===== src/rtl/uart_responder.sv =====
// CPU-facing 8N1 UART: one holding and one shift register on transmit, one receive register.
// Define UART_LOOPBACK_EN to feed the transmit bit stream into the receiver and hold txd at 1.
module uart_responder #(
   parameter int unsigned CLKS_PER_BIT = 16
) (
   input  logic       clk,
   input  logic       rst,
   input  logic       rdn,
   input  logic       wrn,
   input  logic [7:0] data_in,
   output logic [7:0] data_out,
   output logic       data_oe,
   output logic       data_ready,
   output logic       tbre,
   output logic       tsre,
   input  logic       rxd,
   output logic       txd
);

   localparam logic [15:0] BIT_M1  = 16'(CLKS_PER_BIT - 1);
   localparam logic [15:0] HALF_M1 = 16'(CLKS_PER_BIT / 2 - 1);

   typedef enum logic [1:0] {TX_IDLE, TX_START, TX_DATA, TX_STOP} tx_state_e;
   typedef enum logic [1:0] {RX_IDLE, RX_START, RX_DATA, RX_STOP} rx_state_e;

   logic       rdn_q, rdn_prev_q, wrn_q, wrn_prev_q;
   logic       wr_fall_d, rd_rise_d, rx_in_d;

   tx_state_e  tx_state_q;
   logic [15:0] tx_cnt_q;
   logic [2:0] tx_bit_q;
   logic [7:0] hold_q, tx_sh_q;
   logic       tbre_q, tsre_q, txd_q;

   rx_state_e  rx_state_q;
   logic [15:0] rx_cnt_q;
   logic [2:0] rx_bit_q;
   logic [7:0] rx_sh_q, rx_data_q;
   logic       ready_q;

   always_ff @(posedge clk) begin
      if (!rst) begin
         rdn_q      <= 1'b1;
         rdn_prev_q <= 1'b1;
         wrn_q      <= 1'b1;
         wrn_prev_q <= 1'b1;
      end else begin
         rdn_q      <= rdn;
         rdn_prev_q <= rdn_q;
         wrn_q      <= wrn;
         wrn_prev_q <= wrn_q;
      end
   end

   assign wr_fall_d = wrn_prev_q & ~wrn_q;
   assign rd_rise_d = ~rdn_prev_q & rdn_q;

`ifdef UART_LOOPBACK_EN
   assign rx_in_d = txd_q;
   assign txd     = 1'b1;
`else
   logic rxd_s1_q, rxd_s2_q;

   always_ff @(posedge clk) begin
      if (!rst) begin
         rxd_s1_q <= 1'b1;
         rxd_s2_q <= 1'b1;
      end else begin
         rxd_s1_q <= rxd;
         rxd_s2_q <= rxd_s1_q;
      end
   end

   assign rx_in_d = rxd_s2_q;
   assign txd     = txd_q;
`endif

   // A pending holding byte is loaded from TX_IDLE or straight out of the last stop cycle.
   always_ff @(posedge clk) begin
      if (!rst) begin
         tx_state_q <= TX_IDLE;
         tx_cnt_q   <= '0;
         tx_bit_q   <= '0;
         hold_q     <= '0;
         tx_sh_q    <= '0;
         tbre_q     <= 1'b1;
         tsre_q     <= 1'b1;
         txd_q      <= 1'b1;
      end else begin
         if (wr_fall_d && tbre_q) begin
            hold_q <= data_in;
            tbre_q <= 1'b0;
         end
         case (tx_state_q)
            TX_IDLE: begin
               txd_q <= 1'b1;
               if (!tbre_q) begin
                  tx_sh_q    <= hold_q;
                  tbre_q     <= 1'b1;
                  tsre_q     <= 1'b0;
                  txd_q      <= 1'b0;
                  tx_cnt_q   <= '0;
                  tx_state_q <= TX_START;
               end
            end
            TX_START: begin
               if (tx_cnt_q == BIT_M1) begin
                  tx_cnt_q   <= '0;
                  tx_bit_q   <= '0;
                  txd_q      <= tx_sh_q[0];
                  tx_sh_q    <= {1'b0, tx_sh_q[7:1]};
                  tx_state_q <= TX_DATA;
               end else begin
                  tx_cnt_q <= tx_cnt_q + 16'd1;
               end
            end
            TX_DATA: begin
               if (tx_cnt_q == BIT_M1) begin
                  tx_cnt_q <= '0;
                  if (tx_bit_q == 3'd7) begin
                     txd_q      <= 1'b1;
                     tx_state_q <= TX_STOP;
                  end else begin
                     tx_bit_q <= tx_bit_q + 3'd1;
                     txd_q    <= tx_sh_q[0];
                     tx_sh_q  <= {1'b0, tx_sh_q[7:1]};
                  end
               end else begin
                  tx_cnt_q <= tx_cnt_q + 16'd1;
               end
            end
            TX_STOP: begin
               if (tx_cnt_q == BIT_M1) begin
                  tx_cnt_q <= '0;
                  if (!tbre_q) begin
                     tx_sh_q    <= hold_q;
                     tbre_q     <= 1'b1;
                     txd_q      <= 1'b0;
                     tx_state_q <= TX_START;
                  end else begin
                     tsre_q     <= 1'b1;
                     tx_state_q <= TX_IDLE;
                  end
               end else begin
                  tx_cnt_q <= tx_cnt_q + 16'd1;
               end
            end
            default: tx_state_q <= TX_IDLE;
         endcase
      end
   end

   // Completion is written after the read-clear so a byte landing on the same cycle wins.
   always_ff @(posedge clk) begin
      if (!rst) begin
         rx_state_q <= RX_IDLE;
         rx_cnt_q   <= '0;
         rx_bit_q   <= '0;
         rx_sh_q    <= '0;
         rx_data_q  <= '0;
         ready_q    <= 1'b0;
      end else begin
         if (rd_rise_d) ready_q <= 1'b0;
         case (rx_state_q)
            RX_IDLE: begin
               rx_cnt_q <= '0;
               if (!rx_in_d) rx_state_q <= RX_START;
            end
            RX_START: begin
               if (rx_cnt_q == HALF_M1) begin
                  rx_cnt_q   <= '0;
                  rx_bit_q   <= '0;
                  rx_state_q <= rx_in_d ? RX_IDLE : RX_DATA;
               end else begin
                  rx_cnt_q <= rx_cnt_q + 16'd1;
               end
            end
            RX_DATA: begin
               if (rx_cnt_q == BIT_M1) begin
                  rx_cnt_q <= '0;
                  rx_sh_q  <= {rx_in_d, rx_sh_q[7:1]};
                  if (rx_bit_q == 3'd7) rx_state_q <= RX_STOP;
                  else rx_bit_q <= rx_bit_q + 3'd1;
               end else begin
                  rx_cnt_q <= rx_cnt_q + 16'd1;
               end
            end
            RX_STOP: begin
               if (rx_cnt_q == BIT_M1) begin
                  rx_cnt_q   <= '0;
                  rx_state_q <= RX_IDLE;
                  if (rx_in_d) begin
                     rx_data_q <= rx_sh_q;
                     ready_q   <= 1'b1;
                  end
               end else begin
                  rx_cnt_q <= rx_cnt_q + 16'd1;
               end
            end
            default: rx_state_q <= RX_IDLE;
         endcase
      end
   end

   assign data_oe    = ~rdn_q;
   assign data_out   = rdn_q ? 8'h00 : rx_data_q;
   assign data_ready = ready_q;
   assign tbre       = tbre_q;
   assign tsre       = tsre_q;

endmodule

===== config.mk =====
export PLATFORM = sky130hd
export DESIGN_NAME = uart_responder
export DESIGN_NICKNAME = d
export VERILOG_FILES = /design/src/rtl/uart_responder.sv
export SDC_FILE = /design/constraint.sdc
export NUM_CORES = 1
export LEC_CHECK = 0
export CORE_UTILIZATION = 45
export DETAILED_ROUTE_END_ITERATION = 8
export PLACE_DENSITY = 0.66
export RECOVER_POWER = 50
export SKIP_LAST_GASP = 1
export SYNTH_ARGS = -nofsm -noshare
export SYNTH_HDL_FRONTEND = slang
export SYNTH_SLANG_ARGS = --single-unit

===== constraint.sdc =====
create_clock -name clk -period 5.05 [get_ports clk]
set_input_delay 1.01 -clock clk [delete_from_list [all_inputs] [get_ports clk]]
set_output_delay 1.01 -clock clk [all_outputs]
set_load 0.005 [all_outputs]

### After elaboration in Yosys (flattened, before gate mapping)

Cells that the tools add are included.

| storage, ports and cells | value |
|---|---|
| register bits | 84 |
| input port bits | 13 |
| output and inout bits | 13 |
| word-level logic and storage cells | 124 |

| cells by class | value |
|---|---|
| add/sub/neg operators | 4 |
| equal/unequal tests | 25 |
| mux-type cells | 53 |
| bitwise logic cells | 5 |
| reduce and logical (&&, ||, !) cells | 17 |

Operators by type and width:

| operator | number |
|---|---|
| $mux 16 | 4 |
| $mux 8 | 6 |
| $pmux 16 s3 | 1 |
| $add 16x1->16 const B | 2 |
| $eq 16x4->1 const B | 2 |
| $pmux 16 s2 | 1 |
| $pmux 8 s4 | 1 |
| $ne 2x2->1 const B | 14 |
| $mux 2 | 11 |
| $reduce_and 4->1 | 5 |
| $mux 3 | 6 |
| $eq 16x3->1 const B | 1 |
| $mux 1 | 16 |
| $pmux 2 s4 | 2 |
| $pmux 3 s2 | 2 |
| $reduce_and 5->1 | 2 |
| $eq 2x2->1 const B | 4 |
| $add 3x1->3 const B | 2 |
| $eq 3x3->1 const B | 2 |
| $reduce_bool 2->1 | 3 |
| $eq 2x1->1 const B | 2 |
| $logic_not 2->1 | 2 |
| $pmux 1 s2 | 2 |
| $pmux 1 s4 | 1 |
| other kinds (7) | 10 |

### Longest topological paths before layout

Gate-level depths: netlist of run 1.

| logic depth | value |
|---|---|
| depth in word-level cells | 7 |
| gate-level depth with buffers | 8 |

### Worst setup path before layout of run 1

No wires, ideal clock.

| timing | value |
|---|---|
| path type | input to register |
| start point | input rst |
| end point | register txd_q, in the netlist txd |
| arrival time | 1.836 ns |
| required time | 4.926 ns |
| setup slack | 3.091 ns |
| cell stages on the path | 4 |
| buffers on the path | 2 |
| path through | clkbuf_1 > clkbuf_1 > o311a_1 > mux2i_1 |

RTL lines:

| what | RTL line | text |
|---|---|---|
| start, declared | 7 | `input logic rst,` |
| end signal, assigned | 110 | `txd_q <= tx_sh_q[0];` |
| end signal, assigned | 125 | `txd_q <= tx_sh_q[0];` |
| end, declared | 33 | `logic tbre_q, tsre_q, txd_q;` |

==> flow_metrics.tcl, run 1 <==
set metrics [dict create \
    peakVddDrop_mv 0.187 \
    ys_seq_area_share_pct 43.3 \
    fin_crit_sh_pct 64.2 \
    vias_per_cell 5.25 \
    synth-seq-cells 84 \
    leakage_nw 1.64 \
    clock_skew_ns 0.00776 \
    fin_crit_ns 3.24 \
    max_stage_delay_ns 1.71 \
    critPathMaxFanout 64 \
    htreeDepth 3 \
    holdPathStages 1 \
    numCtsBuffers 9 \
    overflow 0 \
    setup_viol 0 \
    drt_iter0_drc 101 \
    hold_end "rx_in_d" \
    holdBufCountCts 0 \
    max_freq_mhz 308 \
    syn_area_per_cell_um2 8.92 \
    design.core.area_um2 8300 \
    post_cts_resized 0 \
    wl_um 6910 \
    rrSetupSlack_ns 2.87 \
    crit_chain "clkbuf_1 -> clkbuf_1 -> o21ai_4 -> nor2_1" \
    die-height_um 94.9 \
    relSlewSlack_pct -59.8 \
    drc 0 \
    hold_path.startpoint "rxd_s1_q" \
    grt_max_degree 65 \
    violations "capacitance limit, slew limit" \
    crit_top_cell "clkbuf_1" \
    rr_endpoint "tx_cnt_q[10]" \
    reg2reg_from "tx_cnt_q[0]" \
    tns_ns 0 \
    status "finished, violations left" \
    dr.pass1.iters 5 \
    start_util_pct 46.8 \
    worstRegToRegCells 6 \
    drive_gt1_share_pct 6.09 \
    postCtsSetupBuffers 0 \
    hpwlAfterDp_um 4780 \
    synthFlopType "dfxtp_1" \
    nets 479 \
    muxShareOfSynthArea_pct 4.90 \
    cts_sinks 84 \
    synth_xor_area_share_pct 5.87 \
    endpoint_kind "flop" \
    grt_pass1_vias 2850 \
    io_buffers 25 \
    synth_fa_ha_area_share_pct 3.55 \
    wl_per_cell_um 12.2 \
    async_flop_share_pct 0 \
    rows 33 \
    synth_compound_area_share_pct 11.1 \
    crit_path_start_kind "primary input" \
    vias 2969 \
    area_growth_pct 13.2 \
    place.gp.congestion 0.806 \
    power_density_nw_per_um2 367 \
    synth_edf_count 0 \
    grt_use_total_pct 17.1 \
    ios 26 \
    max-cap-violations 1 \
    synth_top_family_by_area "simple AND/OR/NAND/NOR gates" \
    ant_nets 0 \
    hold_viol_final 0 \
    n_antenna_cell 0 \
    grt_antenna_before_repair 0 \
    worstMarginPinSlew_ns 2.40 \
    ctsLongestPathBuffers 2 \
    cp.required_ns 5.32 \
    syn-num-nets 459 \
    grt_first_pass_wirelength_um 12400 \
    synth_area_um2 3880 \
    rsz0062_at_grt "no" \
    root_buffer "clkbuf_8" \
    final_cell_mix "dfxtp_1, nand2_1, nor2_1" \
    clkLatencyLatePin_ns 0.34 \
    yosys.area_share.simple_pct 28.4 \
    final_common_cell "dfxtp_1" \
    tritoncts "yes" \
    drv_slew 65 \
    die-area_um2 9000 \
    arrival_ns 3.51 \
    synth_cells 435 \
    min_path_type "reg2reg" \
    fin_util_pct 52.9 \
    crit_type "in2reg" \
    die_w_um 94.9 \
    cp_slowest_cell "clkbuf_1" \
    path_clk_slew_ns 0.08 \
    ys.warnings.count 0 \
    ys_types 48 \
]
cells in the mapped netlist, types with 2 or more instances:
cell type   n  share of area [%]
o21ai_0    12                1.5
nor3_1      5               0.64
nor3b_1     2               0.39
nor4_4      2                1.1
and3_1      8                1.3
and4_1      5                1.1
nand3_1    22                2.8
buf_2       4               0.52
a21boi_1    6                1.2
a21boi_0   18                3.5
nand2b_1    9                1.5
ha_1       11                3.5
nor2b_1    20                3.2
mux2i_1    19                4.9
o211a_1     7                1.8
nor4_1      5               0.81
xnor2_1    10                2.3
clkbuf_1   11                1.1
nor4_2      2               0.64
or3_1       2               0.32
a21oi_1     6               0.77
nand4_1     6               0.97
o21ai_1     2               0.26
nor2_1     39                3.8
o221a_2     2               0.58
nand3b_1    2               0.39
and2_1      2               0.32
inv_1       8               0.77
nand2_1    68                6.6
xor2_1     16                3.6
nand4b_1    2               0.45
nor2_2      2               0.32
or2_1       2               0.32
dfxtp_1    84                 43
layout make-up:
class | instances | area [um^2]
clock buffers | 11 | 151
clock inverters | 5 | 60.1
fillers | 781 | 3910
inverters | 8 | 30.0
multi-input cells | 326 | 2090
flip-flops and latches | 84 | 1680
well taps | 105 | 131
repair buffers | 26 | 248
worst max-delay path, delay by kind of cell:
kind            cells  cell delay [ns]
compound gates      1             0.44
simple gates        1             0.24
buf+inv             2             1.81
power breakdown:
group	internal [W]	leakage, nW	switching (W)
clock network	0.000255	0.0938	0.000234
registers	0.000705	0.681	0.0000336
logic	0.000159	0.863	0.000222
total	0.00112	1.64	0.000490
cell families (layout without fill, tap and decap cells):
kind of cell / count (synthesis) / in the layout
compound gates: 59 / 59
fa+ha+maj: 11 / 11
xor+xnor: 26 / 26
flops: 84 / 84
mux: 19 / 19
simple gates: 211 / 211
buf+inv: 25 / 50
sequential cells by signal (all words and copies together), names as in the netlist, 2 cells and up, named ones only:
| signal | cells |
|---|---|
| hold_q | 8 |
| rx_bit_q | 3 |
| rx_cnt_q | 16 |
| rx_data_q | 8 |
| rx_sh_q | 8 |
| tx_bit_q | 3 |
| tx_cnt_q | 16 |
| tx_sh_q | 8 |
| tx_state_q | 2 |
per-layer routing:
metal,up-vias,share of wire [%],global-route usage (%)
li1,1527,-,-
met1,1384,50,22.4
met2,51,46,27.9
met3,7,2.8,2.90
met4,0,1.2,6.69
met5,-,0,0
through the flow:
stage	hold WS (ns)	cells	setup slack [ns]	area [um^2]	total power [W]
after floorplan	0.386	435	3.09	3880	0.00105
after global placement	0.395	549	2.95	4190	0.00113
after detailed placement	0.394	549	2.89	4190	0.00113
after CTS	0.415	565	2.61	4400	0.00163
after global routing	0.450	565	1.32	4390	0.00171
final	0.411	565	1.81	4390	0.00161
worst max path at each step:
stage	to	start	slack, ns	depth (start not counted)
2_1_floorplan	txd	rst	3.09	4
3_3_place_gp	tx_cnt_q[8]	rst	2.95	6
5_1_grt	rx_cnt_q[7]	rst	1.32	4
4_1_cts	data_out[3]	rdn_q	2.61	2
3_5_place_dp	tx_cnt_q[10]	tx_cnt_q[0]	2.89	6
6_report	rx_cnt_q[9]	rst	1.81	4
Note: power is estimated with default switching activity, not from simulation.
==> inputs of run 2 (changes only) <==
clock period = 3 ns   (was 5.05 ns; I/O delays follow)
==> flow_metrics.tcl, run 2 (same netlist as run 1, synthesis figures left out) <==
set metrics [dict create \
    drive_gt1_share_pct 5.66 \
    leakage_nw 1.64 \
    wl_per_cell_um 11.9 \
    grt_pass1_vias 2675 \
    rsz0062_at_grt "no" \
    fin_crit_sh_pct 77.9 \
    area_growth_pct 12.7 \
    nets 479 \
    dr.pass1.iters 4 \
    critPathMaxFanout 37 \
    tns_ns 0 \
    rr_endpoint "tx_cnt_q[10]" \
    clock_skew_ns 0.00873 \
    grt_max_degree 38 \
    die-area_um2 9000 \
    place_area_um2 4190 \
    worstMarginPinSlew_ns 1.41 \
    ant_nets 0 \
    crit_type "in2reg" \
    max_freq_mhz 428 \
    endpoint_kind "flop" \
    hpwlAfterDp_um 4710 \
    grt_use_total_pct 16.5 \
    fin_crit_ns 2.34 \
    crit_end "rx_cnt_q[5]" \
    min_path_type "reg2reg" \
    place.gp.congestion 0.810 \
    relSlewSlack_pct 6.11 \
    drc 0 \
    grt_antenna_before_repair 0 \
    htreeDepth 3 \
    ios 26 \
    grt_first_pass_wirelength_um 11900 \
    n_antenna_cell 0 \
    status "completed" \
    design.core.area_um2 8300 \
    rows 33 \
    numCtsBuffers 9 \
    vias 2945 \
    arrival_ns 2.61 \
    start_util_pct 46.8 \
    wl_um 6710 \
    crit_chain "buf_2 -> clkbuf_1 -> o21ai_4 -> nor2_1" \
    cp-startpoint "rst" \
    die-height_um 94.9 \
    reg2reg_from "tx_state_q[0]" \
    path_clk_slew_ns 0.08 \
    holdBufCountCts 0 \
    cp_slowest_cell "clkbuf_1" \
    crit_path_start_kind "primary input" \
    max-cap-violations 0 \
    hold_ws_ns 0.414 \
    largestRegisters "rx_cnt_q: 16 flops, tx_cnt_q: 16 flops" \
    final_common_cell "dfxtp_1" \
    cp.required_ns 3.27 \
    vias_per_cell 5.22 \
    tritoncts "yes" \
    hold_viol_final 0 \
    die_w_um 94.9 \
    setup_viol 0 \
    cts_sinks 84 \
    peakVddDrop_mv 0.349 \
    ctsLongestPathBuffers 2 \
    p_total_w 0.00265 \
    root_buffer "clkbuf_8" \
    rrSetupSlack_ns 0.80 \
    final_cell_mix "dfxtp_1, nand2_1, nor2_1" \
    fin_area_um2 4370 \
    drv_slew 0 \
    max_stage_delay_ns 1.07 \
    overflow 0 \
    power_density_nw_per_um2 606 \
    io_buffers 25 \
    drt_iter0_drc 109 \
    postCtsSetupBuffers 0 \
    clkLatencyLatePin_ns 0.34 \
    worstRegToRegCells 7 \
    post_cts_resized 0 \
]
## run 2: report_power, final
group / internal (W) / switching (W)
Combinational: 0.000261 / 0.000363
Clock: 0.000402 / 0.000383
Sequential: 0.00119 / 0.0000540
Total: 0.00185 / 0.000799
## run 2: layer usage
metal | up-vias | global-route usage, % | part of all wire [%]
li1 | 1535 | - | -
met3 | 4 | 3.86 | 3.3
met2 | 52 | 25.6 | 45
met4 | 0 | 5.93 | 0.67
met1 | 1354 | 22.2 | 51
met5 | - | 0 | 0
## run 2: per-stage QoR
| step | instances | utilization, % | setup slack, ns |
|---|---|---|---|
| finish | 564 | 52.7 | 0.663 |
| floorplan | 435 | - | 1.18 |
| global route | 564 | 52.7 | 0.404 |
| CTS | 564 | 52.7 | 0.756 |
| global placement | 549 | 50.4 | 0.905 |
| detailed placement | 549 | 50.4 | 0.768 |
## run 2: worst max-delay path: cells and delay by family
kind,cells,cell delay (ns)
buffers and inverters,2,1.46
AOI/OAI and AO/OA,1,0.33
and+or+nand+nor,1,0.19
## run 2: area by class of cell
| cell class | count | area [um^2] |
|---|---|---|
| Clock inverter | 4 | 50.0 |
| Inverter | 8 | 30.0 |
| Fill cell | 763 | 3930 |
| Sequential cell | 84 | 1680 |
| Tap cell | 105 | 131 |
| Clock buffer | 11 | 141 |
| Multi-Input combinational cell | 326 | 2090 |
| Timing Repair Buffer | 26 | 249 |
## run 2: worst min-delay path by stage
| stage | startpoint | to | slack (ns) | depth (start not counted) |
|---|---|---|---|---|
| floorplan | rxd_s1_q | rx_in_d | 0.39 | 1 |
| global placement | rxd_s1_q | rx_in_d | 0.39 | 1 |
| detailed placement | rxd_s1_q | rx_in_d | 0.40 | 1 |
| CTS | rxd_s1_q | rx_in_d | 0.42 | 1 |
| global route | rxd_s1_q | rx_in_d | 0.45 | 1 |
| finish | rxd_s1_q | rx_in_d | 0.41 | 1 |
==> inputs of run 3 (changes only) <==
clock period = 2.29 ns   (was 3 ns; I/O delays follow)
==> flow_metrics.tcl, run 3 (same netlist as run 1, synthesis figures left out) <==
set metrics [dict create \
    hold_path.startpoint "rxd_s1_q" \
    cts_sinks 84 \
    clkLatencyLatePin_ns 0.35 \
    largestRegisters "rx_cnt_q: 16 flops, tx_cnt_q: 16 flops" \
    wl_um 6950 \
    endpoint_kind "flop" \
    arrival_ns 2.23 \
    rr_endpoint "tx_cnt_q[13]" \
    tns_ns 0 \
    rsz0062_at_grt "no" \
    final_common_cell "dfxtp_1" \
    max-cap-violations 0 \
    tritoncts "yes" \
    vias 2996 \
    grt_antenna_before_repair 0 \
    drt_iter0_drc 117 \
    die-height_um 94.9 \
    die-area_um2 9000 \
    grt_pass1_vias 2725 \
    p_comb_share_pct 24.4 \
    drive_gt1_share_pct 6.68 \
    nets 483 \
    ctsLongestPathBuffers 2 \
    numCtsBuffers 9 \
    path_clk_slew_ns 0.09 \
    fin_crit_ns 1.99 \
    cp.required_ns 2.54 \
    crit_path_start_kind "flop" \
    postCtsSetupBuffers 0 \
    critPathMaxFanout 8 \
    hold_viol_final 0 \
    clock_skew_ns 0.0115 \
    rrSetupSlack_ns 0.30 \
    clkPwrFrac_pct 29.9 \
    max_freq_mhz 503 \
    switchingPower_w 0.00110 \
    finalNonFillerCells 569 \
    hpwlAfterDp_um 4890 \
    grt_use_total_pct 17.0 \
    nFillCells 778 \
    power_density_nw_per_um2 805 \
    p_total_w 0.00356 \
    grt_first_pass_wirelength_um 12200 \
    relSlewSlack_pct 50.0 \
    area_growth_pct 14.1 \
    hold_end "rx_in_d" \
    root_buffer "clkbuf_8" \
    wl_per_cell_um 12.2 \
    overflow 0 \
    reg2reg_from "tx_state_q[0]" \
    drc 0 \
    fin_crit_sh_pct 86.9 \
    peakVddDrop_mv 0.462 \
    vias_per_cell 5.27 \
    drv_slew 0 \
    grt_max_degree 38 \
    fin_util_pct 53.4 \
    worstRegToRegCells 7 \
    leakage_nw 1.67 \
    holdPathStages 1 \
    place.gp.congestion 0.798 \
    final_cell_mix "dfxtp_1, nand2_1, nor2_1" \
    crit_type "reg2reg" \
    ios 26 \
    dp_cells 553 \
    setup_viol 0 \
    p_int_w 0.00246 \
    die_w_um 94.9 \
    pwr-share-seq_pct 45.7 \
    rows 33 \
    min_path_type "reg2reg" \
    io_buffers 25 \
    htreeDepth 3 \
    ant_nets 0 \
    dr.pass1.iters 4 \
    design.core.area_um2 8300 \
    start_util_pct 46.8 \
    status "completed" \
    switching_share_pct 30.9 \
    worstMarginPinSlew_ns 0.749 \
    n_antenna_cell 0 \
]
## run 3: worst max path at each step
stage                       start      endpoint  depth (start not counted)
floorplan           tx_state_q[0]  tx_cnt_q[15]                          8
global placement    tx_state_q[0]   tx_cnt_q[8]                          7
detailed placement  tx_state_q[0]   tx_cnt_q[8]                          7
CTS                 tx_state_q[0]   tx_cnt_q[8]                          7
global route        tx_state_q[0]  tx_cnt_q[15]                          7
finish              tx_state_q[0]  tx_cnt_q[13]                          7
## run 3: power groups by stage
stage                     registers [W]  clock network (W)  logic, W
after floorplan                 0.00164                  0  0.000674
after CTS                       0.00163            0.00110  0.000887
after global placement          0.00166                  0  0.000862
final                           0.00163            0.00107  0.000871
after detailed placement        0.00166                  0  0.000874
after global routing            0.00164            0.00115  0.000993
## run 3: cell type report
class	instances	area, um^2	area share, %
clock buffer	11	141	3.19
clock inverter	5	61.3	1.38
inverter	8	30.0	0.678
multi-input combinational	326	2090	47.2
sequential	84	1680	38.0
tap	105	131	2.97
timing repair buffer	30	292	6.58
## run 3: per-layer routing
layer  track usage (%)  wire length, um
met2              26.6             3110
met4              8.46              140
met3              2.98              203
met5                 0                0
met1              22.4             3490
## run 3: stage by stage
step / instance area (um^2) / setup WS (ns) / hold WS, ns
after floorplan: 3880 / 0.468 / 0.386
after global placement: 4230 / 0.257 / 0.390
after detailed placement: 4230 / 0.224 / 0.397
after CTS: 4430 / 0.185 / 0.417
after global routing: 4430 / 0.147 / 0.441
final: 4430 / 0.301 / 0.414
## run 3: what timing repair did
| action | in CTS | in global routing |
|---|---|---|
| hold buffers | 0 | 0 |
| endpoints found under the setup margin | 0 | 2 |
| resized for setup | 0 | 1 |
## run 3: critical path, stage by stage (launching register included)
cell and delay (ns):
dfxtp_1 0.39, inv_1 0.11, ha_1 0.29, and2_1 0.29
nor4_4 0.45, nand3_1 0.15, xor2_1 0.15, nor2_1 0.05
